[src/rtl/rr_lock_arbiter.sv]
// Round-robin memory-lock arbiter: one owner at a time, rotating priority,
// optional hold-time limit with forced revoke and a one-cycle cooldown between grants.
module rr_lock_arbiter #(
    parameter int NUM_CORES  = 4,
    parameter int HOLD_LIMIT = 255,
    parameter int CNT_W      = 8,
    localparam int IDX_W     = $clog2(NUM_CORES)
) (
    input  logic                 clk,
    input  logic                 rst,
    input  logic [NUM_CORES-1:0] req,
    input  logic                 enable,
    output logic [NUM_CORES-1:0] grant,
    output logic                 locked,
    output logic [IDX_W-1:0]     owner,
    output logic [CNT_W-1:0]     hold_cnt,
    output logic                 timeout_pulse,
    output logic [7:0]           timeout_count
);

    localparam logic [1:0] ST_IDLE  = 2'd0;
    localparam logic [1:0] ST_GRANT = 2'd1;
    localparam logic [1:0] ST_COOL  = 2'd2;

    localparam int PAD_W = 1 << IDX_W;
    localparam logic [IDX_W:0]     NUM_W    = (IDX_W+1)'(NUM_CORES);
    localparam logic [IDX_W-1:0]   LAST_IDX = IDX_W'(NUM_CORES - 1);
    localparam logic [IDX_W-1:0]   IDX_ZERO = {IDX_W{1'b0}};
    localparam logic [IDX_W-1:0]   IDX_ONE  = {{(IDX_W-1){1'b0}}, 1'b1};
    localparam logic [CNT_W-1:0]   CNT_ZERO = {CNT_W{1'b0}};
    localparam logic [CNT_W-1:0]   CNT_ONE  = {{(CNT_W-1){1'b0}}, 1'b1};
    localparam logic [CNT_W-1:0]   CNT_MAX  = {CNT_W{1'b1}};
    localparam logic [CNT_W-1:0]   LIMIT_M1 = CNT_W'(HOLD_LIMIT - 1);
    localparam bit                 TIMEOUT_EN = (HOLD_LIMIT != 0);
    localparam logic [NUM_CORES-1:0] GRANT_NONE = {NUM_CORES{1'b0}};
    localparam logic [NUM_CORES-1:0] GRANT_ONE  = {{(NUM_CORES-1){1'b0}}, 1'b1};
    localparam logic [7:0]         TC_MAX   = 8'hFF;
    localparam logic [7:0]         TC_ONE   = 8'h01;

    logic [1:0]           state_r, state_n;
    logic [NUM_CORES-1:0] grant_r, grant_n;
    logic                 locked_r, locked_n;
    logic [IDX_W-1:0]     owner_r, owner_n;
    logic [IDX_W-1:0]     ptr_r, ptr_n;
    logic [CNT_W-1:0]     hold_r, hold_n;
    logic                 pulse_r, pulse_n;
    logic [7:0]           tcount_r, tcount_n;

    logic [PAD_W-1:0]     req_pad_s;
    logic                 found_s;
    logic [IDX_W-1:0]     pick_s;
    logic                 owner_req_s;
    logic [IDX_W-1:0]     ptr_after_owner_s;

    // Zero-extend requests to a power-of-two width so every index code reads a defined bit
    always_comb begin
        req_pad_s                  = {PAD_W{1'b0}};
        req_pad_s[NUM_CORES-1:0]   = req;
    end

    // Rotating priority search: first requester at or above ptr, wrapping to core 0
    always_comb begin
        logic [IDX_W:0] sum_v;
        sum_v   = {(IDX_W+1){1'b0}};
        found_s = 1'b0;
        pick_s  = IDX_ZERO;
        for (int i = 0; i < NUM_CORES; i++) begin
            sum_v = {1'b0, ptr_r} + i[IDX_W:0];
            if (sum_v >= NUM_W) begin
                sum_v = sum_v - NUM_W;
            end else begin
                sum_v = sum_v;
            end
            if (!found_s && req_pad_s[sum_v[IDX_W-1:0]]) begin
                found_s = 1'b1;
                pick_s  = sum_v[IDX_W-1:0];
            end else begin
                found_s = found_s;
            end
        end
    end

    // Owner still requesting, and the pointer position just past the owner
    always_comb begin
        owner_req_s = |(req & grant_r);
        if (owner_r == LAST_IDX) begin
            ptr_after_owner_s = IDX_ZERO;
        end else begin
            ptr_after_owner_s = owner_r + IDX_ONE;
        end
    end

    // Next-state and next-output computation
    always_comb begin
        state_n  = state_r;
        grant_n  = grant_r;
        locked_n = locked_r;
        owner_n  = owner_r;
        ptr_n    = ptr_r;
        hold_n   = hold_r;
        pulse_n  = 1'b0;
        tcount_n = tcount_r;
        case (state_r)
            ST_IDLE: begin
                if (enable && found_s) begin
                    state_n  = ST_GRANT;
                    grant_n  = GRANT_ONE << pick_s;
                    locked_n = 1'b1;
                    owner_n  = pick_s;
                    hold_n   = CNT_ZERO;
                end else begin
                    state_n  = ST_IDLE;
                end
            end
            ST_GRANT: begin
                if (hold_r != CNT_MAX) begin
                    hold_n = hold_r + CNT_ONE;
                end else begin
                    hold_n = hold_r;
                end
                // A voluntary release takes precedence over the hold limit
                if (!owner_req_s) begin
                    state_n  = ST_COOL;
                    grant_n  = GRANT_NONE;
                    locked_n = 1'b0;
                    ptr_n    = ptr_after_owner_s;
                end else if (TIMEOUT_EN && (hold_r == LIMIT_M1)) begin
                    state_n  = ST_COOL;
                    grant_n  = GRANT_NONE;
                    locked_n = 1'b0;
                    ptr_n    = ptr_after_owner_s;
                    pulse_n  = 1'b1;
                    if (tcount_r != TC_MAX) begin
                        tcount_n = tcount_r + TC_ONE;
                    end else begin
                        tcount_n = tcount_r;
                    end
                end else begin
                    state_n  = ST_GRANT;
                end
            end
            ST_COOL: begin
                state_n = ST_IDLE;
            end
            default: begin
                state_n  = ST_IDLE;
                grant_n  = GRANT_NONE;
                locked_n = 1'b0;
            end
        endcase
    end

    // State and output registers
    always_ff @(posedge clk or posedge rst) begin
        if (rst) begin
            state_r  <= ST_IDLE;
            grant_r  <= GRANT_NONE;
            locked_r <= 1'b0;
            owner_r  <= IDX_ZERO;
            ptr_r    <= IDX_ZERO;
            hold_r   <= CNT_ZERO;
            pulse_r  <= 1'b0;
            tcount_r <= 8'h00;
        end else begin
            state_r  <= state_n;
            grant_r  <= grant_n;
            locked_r <= locked_n;
            owner_r  <= owner_n;
            ptr_r    <= ptr_n;
            hold_r   <= hold_n;
            pulse_r  <= pulse_n;
            tcount_r <= tcount_n;
        end
    end

    assign grant         = grant_r;
    assign locked        = locked_r;
    assign owner         = owner_r;
    assign hold_cnt      = hold_r;
    assign timeout_pulse = pulse_r;
    assign timeout_count = tcount_r;

endmodule

[config.mk]
export PLATFORM = sky130hd
export DESIGN_NAME = rr_lock_arbiter
export DESIGN_NICKNAME = d
export VERILOG_FILES = /design/src/rtl/rr_lock_arbiter.sv
export SDC_FILE = /design/constraint.sdc
export NUM_CORES = 1
export LEC_CHECK = 0
export ABC_AREA = 0
export BUFFER_PORTS_ARGS = -buffer_cell sky130_fd_sc_hd__buf_2
export CORE_MARGIN = 3
export CORE_UTILIZATION = 45
export DETAILED_ROUTE_END_ITERATION = 10
export HOLD_SLACK_MARGIN = 0.05
export PLACE_DENSITY = 0.75
export SLEW_MARGIN = 0
export SYNTH_ARGS = -nofsm -noshare
export SYNTH_HDL_FRONTEND = slang
export SYNTH_SLANG_ARGS = --single-unit
[constraint.sdc]
create_clock -name clk -period 2.2 [get_ports clk]
set_input_delay 0.22 -clock clk [delete_from_list [all_inputs] [get_ports clk]]
set_output_delay 0.22 -clock clk [all_outputs]
set_load 0.1 [all_outputs]
==> impl_metrics.env <==
export IMPL_drt_met1_wl_um=1370
export IMPL_grt_pass1_wl_um=5620
export IMPL_clock_skew_ns=0.0112
export IMPL_cts_hold_buf=1
export IMPL_worstSetupEndpointType="flip-flop"
export IMPL_dieArea_um2=4110
export IMPL_synth_edf_count=0
export IMPL_ir_drop_uv=850
export IMPL_syn2layout_area_growth_pct=18.1
export IMPL_critPathKind="flip-flop to flip-flop"
export IMPL_coreArea_um2=3130
export IMPL_drt_iter0_drc=67
export IMPL_timing_rr_start="hold_cnt[0]"
export IMPL_grt_pass1_vias=1216
export IMPL_synth_top_area_share_pct=46.1
export IMPL_fmax_ghz=0.558
export IMPL_cp_arrival_ns=2.05
export IMPL_post_cts_buffers=0
export IMPL_via_count=1209
export IMPL_synth_area_top_cells="dfrtp_1 46%, xnor2_1 5.8%, mux2_2 3.7%"
export IMPL_antenna_left=0
export IMPL_die_w_um=64.1
export IMPL_maxCapViolCount=0
export IMPL_maxUsedRoutingLayer="met4"
export IMPL_syn_area_um2=1520
export IMPL_avgSynthCellArea_um2=10.9
export IMPL_cts_sinks=28
export IMPL_min_delay_path_class="input pin to flip-flop"
export IMPL_grt_antenna_before_repair=0
export IMPL_synth_fp_nets=150
export IMPL_final_area_um2=1800
export IMPL_dp_hpwl_um=2450
export IMPL_cts_tree="done"
export IMPL_crit_fanout=8
export IMPL_setup_tns_ns=0
export IMPL_synth_seq_cells=28
export IMPL_drc_errors=0
export IMPL_setup_violations_final=0
export IMPL_crit_start="hold_cnt[0]"
export IMPL_status="finished, final reports clean"
export IMPL_wl_per_cell_um=14.8
export IMPL_dp_slack_ns=0.410
export IMPL_synth_largest_area_cell="dfrtp_1"
export IMPL_post_route_cells_drive_above_1_share_pct=32.8
export IMPL_num_nets_final=186
export IMPL_gr_total_overflow=0
export IMPL_wl_met2_um=1660
export IMPL_layout_commonest_cell="buf_2"
export IMPL_synth_flop_cell="dfrtp_1"
export IMPL_post_route_min_period_ns=1.79
export IMPL_rsz0062_at_grt="no"
export IMPL_routed_wl_um=3220
export IMPL_grt_use_total_pct=17.5
export IMPL_htree_num_levels=1
export IMPL_setup_slack_ns=0.407
export IMPL_fin_cells=218
export IMPL_layout_common_cells="30 x buf_2, 24 x dfrtp_1, 10 x xnor2_1"
export IMPL_hold_violations=0
export IMPL_worstHoldStart="enable"
export IMPL_portBuffers=30
export IMPL_yosysWarnings=0
export IMPL_fp_dieH_um=64.1
export IMPL_routed_via_density=5.55
export IMPL_cts_buffers=3
export IMPL_insertion_delay_ns=0.34
export IMPL_multi_input_area_um2=778
export IMPL_grt_max_degree=29
export IMPL_startpoint_type="flip-flop"
export IMPL_gp_congestion=0.818
export IMPL_worstMarginPinSlew_ns=0.531
export IMPL_place_inst=213
export IMPL_seq_area_frac_synth_pct=46.1
export IMPL_antennaDiodeCount=0
export IMPL_p_leak_nw=0.820
export IMPL_cts_resized=0
export IMPL_placedInstanceArea_um2=1730
export IMPL_fill_cells=271
export IMPL_regArea_um2=706
export IMPL_relSlewSlack_pct=64.6
export IMPL_ys_types=42
export IMPL_ios=31
export IMPL_power_density_nw_per_um2=1280
export IMPL_dr_wl_met3_um=147
export IMPL_path_clk_slew_ns=0.16
export IMPL_start_util_pct=48.6
export IMPL_synthArstFlopShare_pct=100
export IMPL_clockBufferDepth=2
export IMPL_dr_pass1_iters=4
export IMPL_slew_viol_final=0
export IMPL_row_count=20
export IMPL_fin_crit_sh_pct=81.5
export IMPL_cp_required_ns=2.45
export IMPL_netlist_instances=139
export IMPL_clockRootBuffer="clkbuf_4"
-- cell type report --
class | instances | share of cell area [%]
clock buffers | 3 | 1.25
multi-input cells | 102 | 43.3
clock inverters | 1 | 1.67
well taps | 44 | 3.06
inverters | 6 | 1.25
repair buffers | 34 | 10.2
flip-flops and latches | 28 | 39.3
-- cell usage after synthesis (2+ instances only) --
cell       n
nand4_1    7
a32o_1     4
nand2_1    8
a21oi_1    3
a211oi_1   2
nor3_1     5
a22oi_2    2
and3_1     2
a21o_1     3
ha_1       4
nor2b_1    3
xnor2_1   10
nand2b_1   3
nand3_1    5
o21ai_0    5
o32ai_1    2
mux2_2     5
inv_1      6
nor2_1     9
nand3_2    2
dfrtp_1   28
-- logic make-up (layout without fill, tap and decap cells) --
kind of cell	after synthesis	after routing	synth area share [%]
muxes	7	7	5.34
AOI/OAI and AO/OA	30	30	18.4
buffers and inverters	9	44	2.80
DFF	28	28	46.1
adders and majority gates	4	4	3.29
xor gates and xnor gates	10	10	5.76
and+or+nand+nor	51	51	18.3
-- power breakdown --
part	internal, mW	switching (mW)	total [mW]
logic	0.288	0.890	1.18
clock network	0.185	0.161	0.345
registers	0.629	0.141	0.771
total	1.10	1.19	2.29
-- final timing paths --
check                                    to  slack (ns)  cells after the start
min in group asynchronous     timeout_pulse        0.46                      4
max reg2reg                timeout_count[1]        0.41                      6
max                        timeout_count[1]        0.41                      6
min                             hold_cnt[0]        0.34                      5
max in group asynchronous       hold_cnt[1]        1.45                      4
min reg2reg                timeout_count[4]        0.51                      1
-- metal layers --
| metal | up-vias | global-route usage (%) |
|---|---|---|
| met4 | 0 | 7.65 |
| met5 | - | 0 |
| met1 | 589 | 20.6 |
| met2 | 28 | 30.7 |
| met3 | 4 | 3.34 |
| li1 | 588 | - |
-- critical path, cell delays in order, from the launching register on --
cell,delay (ns)
dfrtp_1,0.47
inv_1,0.08
ha_1,0.15
nand3_2,0.11
a211oi_4,0.40
nand3_2,0.17
mux2_4,0.33
-- registers in the layout, indices dropped and copies added, names as in the netlist --
register / cells
timeout_count: 8
state_r: 2
locked: 1
owner: 2
grant: 4
ptr_r: 2
hold_cnt: 8
timeout_pulse: 1
-- through the flow --
step,total power [mW],util [%],hold WS [ns]
finish,2.29,57.4,0.335
global route,2.42,57.4,0.364
CTS,2.31,57.4,0.329
detailed placement,1.97,55.4,0.312
global placement,1.93,55.4,0.297
floorplan,1.73,-,0.285
(Power assumes the default switching activity.)
